--- src/rtl/audio_uart_packer.sv ---
// ---------------------------------------------------------------------------
// audio_uart_packer
//
// Buffers stereo audio samples in a small FIFO and serialises each sample as
// a framed packet of bytes for a downstream UART transmitter.
//
// Packet formats (byte order on the wire):
//   stereo    : SYNC_BYTE, seq, L[7:0], L[15:8], R[7:0], R[15:8], chk
//   left-only : SYNC_BYTE, seq, L[7:0], L[15:8], chk
// chk is the XOR of every byte between SYNC_BYTE and chk. seq counts completed
// packets and wraps 255 -> 0.
//
// Byte pacing: each byte is issued as a one-cycle tx_dv strobe, followed by
// one mandatory gap cycle, then the packer waits for tx_busy to drop before
// the next byte. Consecutive strobes are therefore at least 3 cycles apart.
//
// Ports:
//   clk          sole clock, rising edge
//   reset        asynchronous, active-high reset
//   audio_ready  one-cycle strobe, audio_left/audio_right valid this cycle
//   audio_left   left sample, two's complement
//   audio_right  right sample, two's complement
//   left_only    1 = short left-only packets (sampled at packet start)
//   tx_busy      downstream UART busy
//   tx_dv        one-cycle strobe, tx_byte valid (registered)
//   tx_byte      byte to the UART (registered)
//   fifo_level   number of samples stored in the FIFO
//   drop_count   samples dropped because the FIFO was full, saturates at 255
//   pkt_active   high from the first byte issue through the last byte issue
// ---------------------------------------------------------------------------
module audio_uart_packer #(
    parameter int          FIFO_DEPTH = 8,
    parameter logic [7:0]  SYNC_BYTE  = 8'hA5
) (
    input  logic                            clk,
    input  logic                            reset,
    input  logic                            audio_ready,
    input  logic [15:0]                     audio_left,
    input  logic [15:0]                     audio_right,
    input  logic                            left_only,
    input  logic                            tx_busy,
    output logic                            tx_dv,
    output logic [7:0]                      tx_byte,
    output logic [$clog2(FIFO_DEPTH):0]     fifo_level,
    output logic [7:0]                      drop_count,
    output logic                            pkt_active
);

    localparam int AW = $clog2(FIFO_DEPTH);
    localparam int LW = AW + 1;

    localparam logic [AW-1:0] PTR_ONE   = AW'(1);
    localparam logic [LW-1:0] CNT_ONE   = LW'(1);
    localparam logic [LW-1:0] CNT_FULL  = LW'(FIFO_DEPTH);
    localparam logic [LW-1:0] CNT_EMPTY = LW'(0);

    // Index of the checksum byte, i.e. the last byte of each packet format.
    localparam logic [2:0] LAST_IDX_STEREO = 3'd6;
    localparam logic [2:0] LAST_IDX_LEFT   = 3'd4;

    typedef enum logic [1:0] {
        ST_IDLE  = 2'd0,
        ST_ISSUE = 2'd1,
        ST_GAP   = 2'd2,
        ST_WAIT  = 2'd3
    } state_t;

    // -----------------------------------------------------------------------
    // Packet helpers. Stored sample layout is {right[15:0], left[15:0]}.
    // -----------------------------------------------------------------------
    function automatic logic [7:0] pkt_checksum(
        input logic [7:0]  seq,
        input logic [31:0] data,
        input logic        lo
    );
        logic [7:0] chk;
        chk = seq ^ data[7:0] ^ data[15:8];
        if (!lo) begin
            chk = chk ^ data[23:16] ^ data[31:24];
        end
        return chk;
    endfunction

    function automatic logic [7:0] pkt_byte(
        input logic [2:0]  idx,
        input logic [7:0]  seq,
        input logic [31:0] data,
        input logic        lo
    );
        logic [7:0] b;
        case (idx)
            3'd0:    b = SYNC_BYTE;
            3'd1:    b = seq;
            3'd2:    b = data[7:0];
            3'd3:    b = data[15:8];
            3'd4:    b = lo ? pkt_checksum(seq, data, lo) : data[23:16];
            3'd5:    b = data[31:24];
            3'd6:    b = pkt_checksum(seq, data, lo);
            default: b = 8'h00;
        endcase
        return b;
    endfunction

    // -----------------------------------------------------------------------
    // State
    // -----------------------------------------------------------------------
    logic [31:0]    mem_r [FIFO_DEPTH];
    logic [AW-1:0]  wr_ptr_r;
    logic [AW-1:0]  rd_ptr_r;
    logic [LW-1:0]  count_r;
    logic [7:0]     drop_r;

    state_t         state_r;
    state_t         state_nxt_s;
    logic [31:0]    pkt_data_r;
    logic           pkt_lo_r;
    logic [2:0]     idx_r;
    logic [2:0]     idx_nxt_s;
    logic [7:0]     seq_r;

    logic           tx_dv_r;
    logic [7:0]     tx_byte_r;
    logic           pkt_active_r;

    logic           full_s;
    logic           empty_s;
    logic           pop_s;
    logic           push_s;
    logic           drop_s;
    logic           pkt_done_s;
    logic [2:0]     last_idx_s;
    logic           tx_dv_nxt_s;
    logic [7:0]     tx_byte_nxt_s;
    logic           pkt_active_nxt_s;

    assign full_s     = (count_r == CNT_FULL);
    assign empty_s    = (count_r == CNT_EMPTY);
    assign last_idx_s = pkt_lo_r ? LAST_IDX_LEFT : LAST_IDX_STEREO;

    // A pop frees a slot in the same cycle, so a push into a full FIFO is
    // still accepted when the packer pulls the head sample at that moment.
    assign push_s = audio_ready && (!full_s || pop_s);
    assign drop_s = audio_ready && full_s && !pop_s;

    // Next-state, byte selection and registered-output preparation.
    always_comb begin
        state_nxt_s   = state_r;
        idx_nxt_s     = idx_r;
        pop_s         = 1'b0;
        pkt_done_s    = 1'b0;
        tx_dv_nxt_s   = 1'b0;
        tx_byte_nxt_s = 8'h00;

        case (state_r)
            ST_IDLE: begin
                if (!empty_s) begin
                    // The first byte is always the sync marker, so it does not
                    // depend on the sample being loaded in this same cycle.
                    pop_s         = 1'b1;
                    idx_nxt_s     = 3'd0;
                    state_nxt_s   = ST_ISSUE;
                    tx_dv_nxt_s   = 1'b1;
                    tx_byte_nxt_s = SYNC_BYTE;
                end else begin
                    state_nxt_s   = ST_IDLE;
                end
            end
            ST_ISSUE: begin
                state_nxt_s = ST_GAP;
            end
            ST_GAP: begin
                state_nxt_s = ST_WAIT;
            end
            ST_WAIT: begin
                if (!tx_busy) begin
                    if (idx_r == last_idx_s) begin
                        pkt_done_s  = 1'b1;
                        state_nxt_s = ST_IDLE;
                    end else begin
                        idx_nxt_s     = idx_r + 3'd1;
                        state_nxt_s   = ST_ISSUE;
                        tx_dv_nxt_s   = 1'b1;
                        tx_byte_nxt_s = pkt_byte(idx_r + 3'd1, seq_r, pkt_data_r, pkt_lo_r);
                    end
                end else begin
                    state_nxt_s = ST_WAIT;
                end
            end
            default: begin
                state_nxt_s = ST_IDLE;
            end
        endcase
    end

    // pkt_active covers every cycle from the first strobe through the final
    // strobe; it drops once the checksum byte has been issued.
    always_comb begin
        pkt_active_nxt_s = 1'b0;
        case (state_nxt_s)
            ST_ISSUE: pkt_active_nxt_s = 1'b1;
            ST_GAP:   pkt_active_nxt_s = (idx_nxt_s != last_idx_s);
            ST_WAIT:  pkt_active_nxt_s = (idx_nxt_s != last_idx_s);
            ST_IDLE:  pkt_active_nxt_s = 1'b0;
            default:  pkt_active_nxt_s = 1'b0;
        endcase
    end

    // Sample storage; contents are don't-care until written, pointers gate use.
    always_ff @(posedge clk) begin
        if (push_s) begin
            mem_r[wr_ptr_r] <= {audio_right, audio_left};
        end
    end

    // FIFO pointers, occupancy and saturating drop counter.
    always_ff @(posedge clk or posedge reset) begin
        if (reset) begin
            wr_ptr_r <= '0;
            rd_ptr_r <= '0;
            count_r  <= '0;
            drop_r   <= 8'h00;
        end else begin
            if (push_s) begin
                wr_ptr_r <= wr_ptr_r + PTR_ONE;
            end
            if (pop_s) begin
                rd_ptr_r <= rd_ptr_r + PTR_ONE;
            end
            case ({push_s, pop_s})
                2'b10:   count_r <= count_r + CNT_ONE;
                2'b01:   count_r <= count_r - CNT_ONE;
                default: count_r <= count_r;
            endcase
            if (drop_s && (drop_r != 8'hFF)) begin
                drop_r <= drop_r + 8'd1;
            end
        end
    end

    // Packet FSM, packet register, sequence number and registered outputs.
    always_ff @(posedge clk or posedge reset) begin
        if (reset) begin
            state_r      <= ST_IDLE;
            pkt_data_r   <= 32'h0000_0000;
            pkt_lo_r     <= 1'b0;
            idx_r        <= 3'd0;
            seq_r        <= 8'h00;
            tx_dv_r      <= 1'b0;
            tx_byte_r    <= 8'h00;
            pkt_active_r <= 1'b0;
        end else begin
            state_r      <= state_nxt_s;
            idx_r        <= idx_nxt_s;
            tx_dv_r      <= tx_dv_nxt_s;
            tx_byte_r    <= tx_byte_nxt_s;
            pkt_active_r <= pkt_active_nxt_s;
            if (pop_s) begin
                // Mode is frozen here so mid-packet changes wait for the next packet.
                pkt_data_r <= mem_r[rd_ptr_r];
                pkt_lo_r   <= left_only;
            end
            if (pkt_done_s) begin
                seq_r <= seq_r + 8'd1;
            end
        end
    end

    assign tx_dv      = tx_dv_r;
    assign tx_byte    = tx_byte_r;
    assign fifo_level = count_r;
    assign drop_count = drop_r;
    assign pkt_active = pkt_active_r;

endmodule
--- config.mk ---
export PLATFORM = sky130hd
export DESIGN_NAME = audio_uart_packer
export DESIGN_NICKNAME = d
export VERILOG_FILES = /design/src/rtl/audio_uart_packer.sv
export SDC_FILE = /design/constraint.sdc
export NUM_CORES = 1
export LEC_CHECK = 0
export BUFFER_PORTS_ARGS = -buffer_cell sky130_fd_sc_hd__buf_2
export CORE_MARGIN = 5
export CORE_UTILIZATION = 40
export CTS_CLUSTER_SIZE = 20
export DETAILED_ROUTE_END_ITERATION = 10
export PLACE_DENSITY_LB_ADDON = 0.25
export REMOVE_ABC_BUFFERS = 1
export SYNTH_ARGS = -nofsm -noshare
export SYNTH_HDL_FRONTEND = slang
export SYNTH_SLANG_ARGS = --single-unit
--- constraint.sdc ---
create_clock -name clk -period 11.1 [get_ports clk]
set_clock_uncertainty 0.05 [all_clocks]
set_input_delay 0 -clock clk [delete_from_list [all_inputs] [get_ports clk]]
set_output_delay 0 -clock clk [all_outputs]
set_load 0.01 [all_outputs]
# After elaboration in Yosys (flattened, before gate mapping)

Memory sizes are Yosys's and may differ from the RTL's. A register that Yosys moved wholly into a read port is not among the register bits.
Index checks and enable logic that the tools add are counted.
W data, S select, Z words.

Memory bits (writable): 256
Output and inout port bits: 22
Input port bits: 37
Logic and storage cells: 82
Memories: 1
Register bits after elaboration: 42

Add/sub/neg operators: 7
Bitwise operators: 4
Equality and inequality tests: 18
Multiplexer cells: 28
Reductions and logical operators: 13

Memory list:

| name  | depth | bits a word | read ports | clocked after memory_dff | wr ports | RTL line | text |
|---|---|---|---|---|---|---|---|
| mem_r | 8     | 32          | 1          | 1                        | 1        | 107      | `logic [31:0] mem_r [FIFO_DEPTH];` |

Operators with widths:

| cell                  | count |
|---|---|
| $pmux W8 S7           | 1 |
| $mux W8               | 5 |
| $xor A8 B8 Y8         | 4 |
| $add A8 B1 Y8 const B | 2 |
| $pmux W8 S2           | 1 |
| $mux W1               | 11 |
| $eq A2 B2 Y1 const B  | 5 |
| $add A3 B1 Y3 const B | 3 |
| $eq A3 B3 Y1 const B  | 3 |
| $mux W3               | 3 |
| $ne A8 B8 Y1 const B  | 1 |
| $pmux W2 S4           | 1 |
| $pmux W4 S2           | 1 |
| $eq A2 B1 Y1 const B  | 3 |
| $eq A3 B2 Y1 const B  | 2 |
| $pmux W3 S2           | 1 |
| $add A4 B1 Y4 const B | 1 |
| $eq A4 B4 Y1 const B  | 1 |
| $logic_and A1 B1 Y1   | 4 |
| $logic_not A2 Y1      | 2 |
| $logic_not A4 Y1      | 1 |
| $mux W2               | 2 |
| $sub A4 B1 Y4 const B | 1 |
| $eq A3 B1 Y1 const B  | 1 |
| other kinds (9)       | 10 |

# Longest topological paths before layout

Depth in word-level cells: 9
Gate-level depth with buffers: 13
Gate-level depth less buffers: 13

# Worst setup path after synthesis

Ideal clock, no wire load.

Path type: reg2reg
Start: register state_r[1]
End: memory mem_r[0][0], enable pin
Data required time: 10.589 ns
Setup slack: 7.282 ns
Buffers on the path: 0
Data arrival time: 3.307 ns
Library setup time: 0.461 ns
Stages on the path, launching flop included: 8
Clock period less this slack: 3.818 ns
Path through: dfrtp_1 inv_1 ha_1 nor2b_1 nand2_1 and2_1 nand2b_1 nor3_1

Longest elaborated chain between the ends: 6

Ends and longest elaborated chain:

| item                          | RTL line | text |
|---|---|---|
| start: declaration            | 113      | `state_t state_r;` |
| start signal: assignment      | 252      | `state_r <= state_nxt_s;` |
| $logic_not A2 Y1              | 154      | `case (state_r)` |
| $mux W1                       | 154      |  |
| $logic_or A1 B1 Y1            | 142      | `assign push_s = audio_ready && (!full_s \|\| pop_s);` |
| $logic_and A1 B1 Y1           | 142      |  |
| $mux W1                       | 210      | `if (push_s) begin` |
| $mux W1 (not written as such) | 211      | `mem_r[wr_ptr_r] <= {audio_right, audio_left};` |
| end: declaration              | 107      |  |

No other way between the ends.

# Worst setup path in the final report

Start: register state_r[1]
End: memory mem_r[0][23], enable pin

The elaborated chain is that of the path after synthesis.

==> impl_metrics.csv <==
group,metric,value,unit
clock_tree,clock_latency,0.52,ns
detailed_routing,firstDrtPassIters,6,
cells_and_area,nets,946,
cells_and_area,final_util,47.25,%
detailed_routing,viasPerCell,5.100,
clock_tree,numCtsBuffers,36,
worst_setup_path,r2r-end,"mem_r[0][23]",
sta,tightest_slew,1.076,ns
outcome,status,"finished, final reports clean",
power_and_ir_drop,max-vdd-ir-drop,0.1400,mV
sta,slew_viol_final,0,
worst_setup_path,crit_fanout,22,
sta,relSlewSlack,27.85,%
worst_setup_path,crit_type,"flip-flop to flip-flop",
detailed_routing,post_drt_wl_per_cell,19.96,um
global_route,grt.met2_usage,22.24,%
synth,synth.top_cell.area_share,56.95,%
min_path,min_to,"pkt_lo_r",
sta,fmax,0.3098,GHz
synth,synth_ff_type,"edfxtp_1",
worst_setup_path,cp-end-kind,"flip-flop",
synth,ys_seq_elements,330,
worst_setup_path,crit_arrival,3.33,ns
cells_and_area,drive_above_1_share,22.20,%
global_route,grt_use_met3,2.884,%
global_route,grt_pass1_wl,43060,um
worst_setup_path,cp_cell_sequence,"inv_1 -> ha_1 -> nor2b_1 -> nand2_1 -> and2_1 -> nand2b_1 -> nor3_2 -> buf_4",
sta,period_share,29.08,%
floorplanning,io_pins,59,
synth,synth_area,13500,um^2
placement,hpwl,15650,um
global_route,grt_use_total,14.55,%
floorplanning,die-area,37520,um^2
sta,setup_viol,0,
worst_setup_path,critPathTopFamily,"simple AND/OR/NAND/NOR gates",
clock_tree,post_cts_buffers,0,
synth,yosysUniqueCellTypes,49,
global_route,antenna_found_initial,0,
synth,synth_edf_count,256,
floorplanning,chipHeight,193.7,um
detailed_routing,vias,6972,
synth,syn_area_per_cell,17.17,um^2
sta,setup_tns,0,ns
floorplanning,start_util,40.36,%
clock_tree,cts_sinks,330,
synth,ys_seq_area_share,70.66,%
power_and_ir_drop,p_leak,5.658,nW
worst_setup_path,rr_startpoint,"state_r[1]",
placement,portBuffers,58,
power_and_ir_drop,power_density,252.1,nW/um^2
clock_tree,root_buffer,"clkbuf_16",
clock_tree,cts.path.max_buffers,3,
clock_tree,cts_tree,"yes",
synth,yosysWarnings,0,
cells_and_area,syn_to_final_growth,17.06,%
sta,grt_setup_unrepaired,"false",
global_route,top_usage_layer,"met2",
global_route,grt_use_met1,21.60,%
cells_and_area,multi_input_area,3794,um^2
sta,hold_viol,0,
synth,synthArstFlopShare,22.42,%
detailed_routing,drc,0,
floorplanning,coreArea,33450,um^2
job,max_cap_violations,0,
worst_setup_path,slowest_stage,"nor3_2",
worst_setup_path,startpoint_type,"flip-flop",
worst_setup_path,reg2reg_slack,7.87,ns
clock_tree,clk_pin_slew,0.06,ns
cells_and_area,seq_area,9545,um^2
clock_tree,cts_max_level,2,
worst_setup_path,worstRegToRegCells,8,
worst_setup_path,critPathMaxStageDelay,0.88,ns
detailed_routing,drt_wl_total,27290,um
worst_setup_path,worst-path-buf-inv,2,
synth,synth_area_leaders,"edfxtp_1 57%, dfrtp_1 14%, mux4_2 11%",
global_route,grt_max_degree,75,
worst_setup_path,cp.required,11.20,ns
min_path,min_from,"left_only",
worst_setup_path,crit_cells,8,
floorplanning,fp-row-count,67,
global_route,grt_pass1_vias,7228,
synth,synth_largest_area_cell,"edfxtp_1",
min_path,min_path_type,"input pin to flip-flop",
placement,place_congestion,0.7983,
cells_and_area,diodes,0,
global_route,grt_overflow_total,0,
min_path,whs_path_depth,4,
detailed_routing,ant_nets,0,
cells_and_area,fillers,2836,
sta,fin_crit,3.228,ns
floorplanning,fp.dieW,193.7,um
synth,netlist_instances,786,
detailed_routing,drt_iter0_markers,428,
## kinds of logic (layout without fill, tap and decap cells)
group,Yosys count,after routing,share of synthesized area [%]
multiplexers,102,102,13.51
adder cells (fa/ha/maj),16,16,1.539
buffers and inverters,54,187,1.659
AND/OR/NAND/NOR,131,131,4.486
XOR/XNOR,56,56,3.689
flip-flops,330,330,70.66
AO/OA/AOI/OAI,97,97,4.449
## worst min-delay path: stages
cell and delay (ns):
dlygate4sd3_1 0.52, buf_2 0.11, nand2_1 0.05, nand2_1 0.05
## final cells by class
class,count,share of cell area [%]
Tap cell,448,3.547
Clock inverter,14,0.6413
Multi-Input combinational cell,402,24.01
Inverter,14,0.3405
Clock buffer,50,6.231
Timing Repair Buffer,109,4.830
Sequential cell,330,60.40
## synthesized netlist by cell type (all sizes together) (3+ instances only)
cell type / n
a211o: 3
a21oi: 21
a221oi: 4
a31oi: 4
and2: 3
and3: 6
buf: 16
clkbuf: 24
dfrtp: 74
edfxtp: 256
ha: 15
inv: 14
mux2i: 36
mux4: 64
nand2: 65
nand2b: 5
nand3: 7
nand4: 8
nor2: 23
nor2b: 5
nor3: 4
o211ai: 3
o21ai: 43
o22ai: 5
xnor2: 40
xor2: 16
## power breakdown
group / internal [mW] / switching, mW / leakage [nW] / total [mW]
Combinational: 0.521 / 0.591 / 1.88 / 1.11
Clock: 0.644 / 0.455 / 0.516 / 1.10
Sequential: 1.58 / 0.193 / 3.26 / 1.77
Total: 2.74 / 1.24 / 5.66 / 3.98
## routing by layer
layer | share of wire [%] | vias up
met1 | 49 | 3559
met4 | 2.3 | 0
li1 | - | 3250
met2 | 45 | 121
met5 | 0 | -
met3 | 4.0 | 42
## cell usage in the layout (no fill, tap or decap), types with 19 or more instances in the layout
cell	count
buf_2	58
edfxtp_1	256
xnor2_1	39
nand2_1	65
o21ai_0	42
clkbuf_16	37
mux2i_1	36
dfrtp_1	71
mux4_2	64
dlygate4sd3_1	36
a21oi_1	19
## per-stage QoR
| step | cells | hold WS (ns) | setup slack [ns] | power (mW) | instance area [um^2] |
|---|---|---|---|---|---|
| after floorplan | 746 | 0.04887 | 7.282 | 2.589 | 13330 |
| after global placement | 1267 | 0.1906 | 7.945 | 2.908 | 14360 |
| after CTS | 1367 | 0.1971 | 7.761 | 4.048 | 15800 |
| final | 1367 | 0.2079 | 7.872 | 3.984 | 15800 |
| after detailed placement | 1267 | 0.1893 | 7.795 | 2.925 | 14360 |
| after global routing | 1367 | 0.2172 | 7.603 | 4.220 | 15800 |
## flip-flops by register name, indices dropped and copies added, names as in the netlist
| name | cells |
|---|---|
| idx_r | 3 |
| pkt_lo_r | 1 |
| tx_dv | 1 |
| rd_ptr_r | 3 |
| tx_byte | 8 |
| drop_count | 8 |
| pkt_active | 1 |
| state_r | 2 |
| pkt_data_r | 32 |
| mem_r | 256 |
| fifo_level | 4 |
| wr_ptr_r | 3 |
| seq_r | 8 |
## repair_timing
action | 4_1_cts | 5_1_grt
endpoints found under the hold margin | 348 | 0
hold buffers | 36 | 0
resized for setup | 0 | 0
## worst max path at each step
stage | startpoint | to | slack (ns)
finish | state_r[1] | mem_r[0][23] | 7.87
global placement | state_r[1] | mem_r[0][9] | 7.95
CTS | state_r[1] | mem_r[0][23] | 7.76
floorplan | state_r[1] | mem_r[0][0] | 7.28
global route | state_r[1] | mem_r[0][7] | 7.60
detailed placement | state_r[1] | mem_r[0][9] | 7.79
No activity file was read; power rests on OpenSTA's default activity.
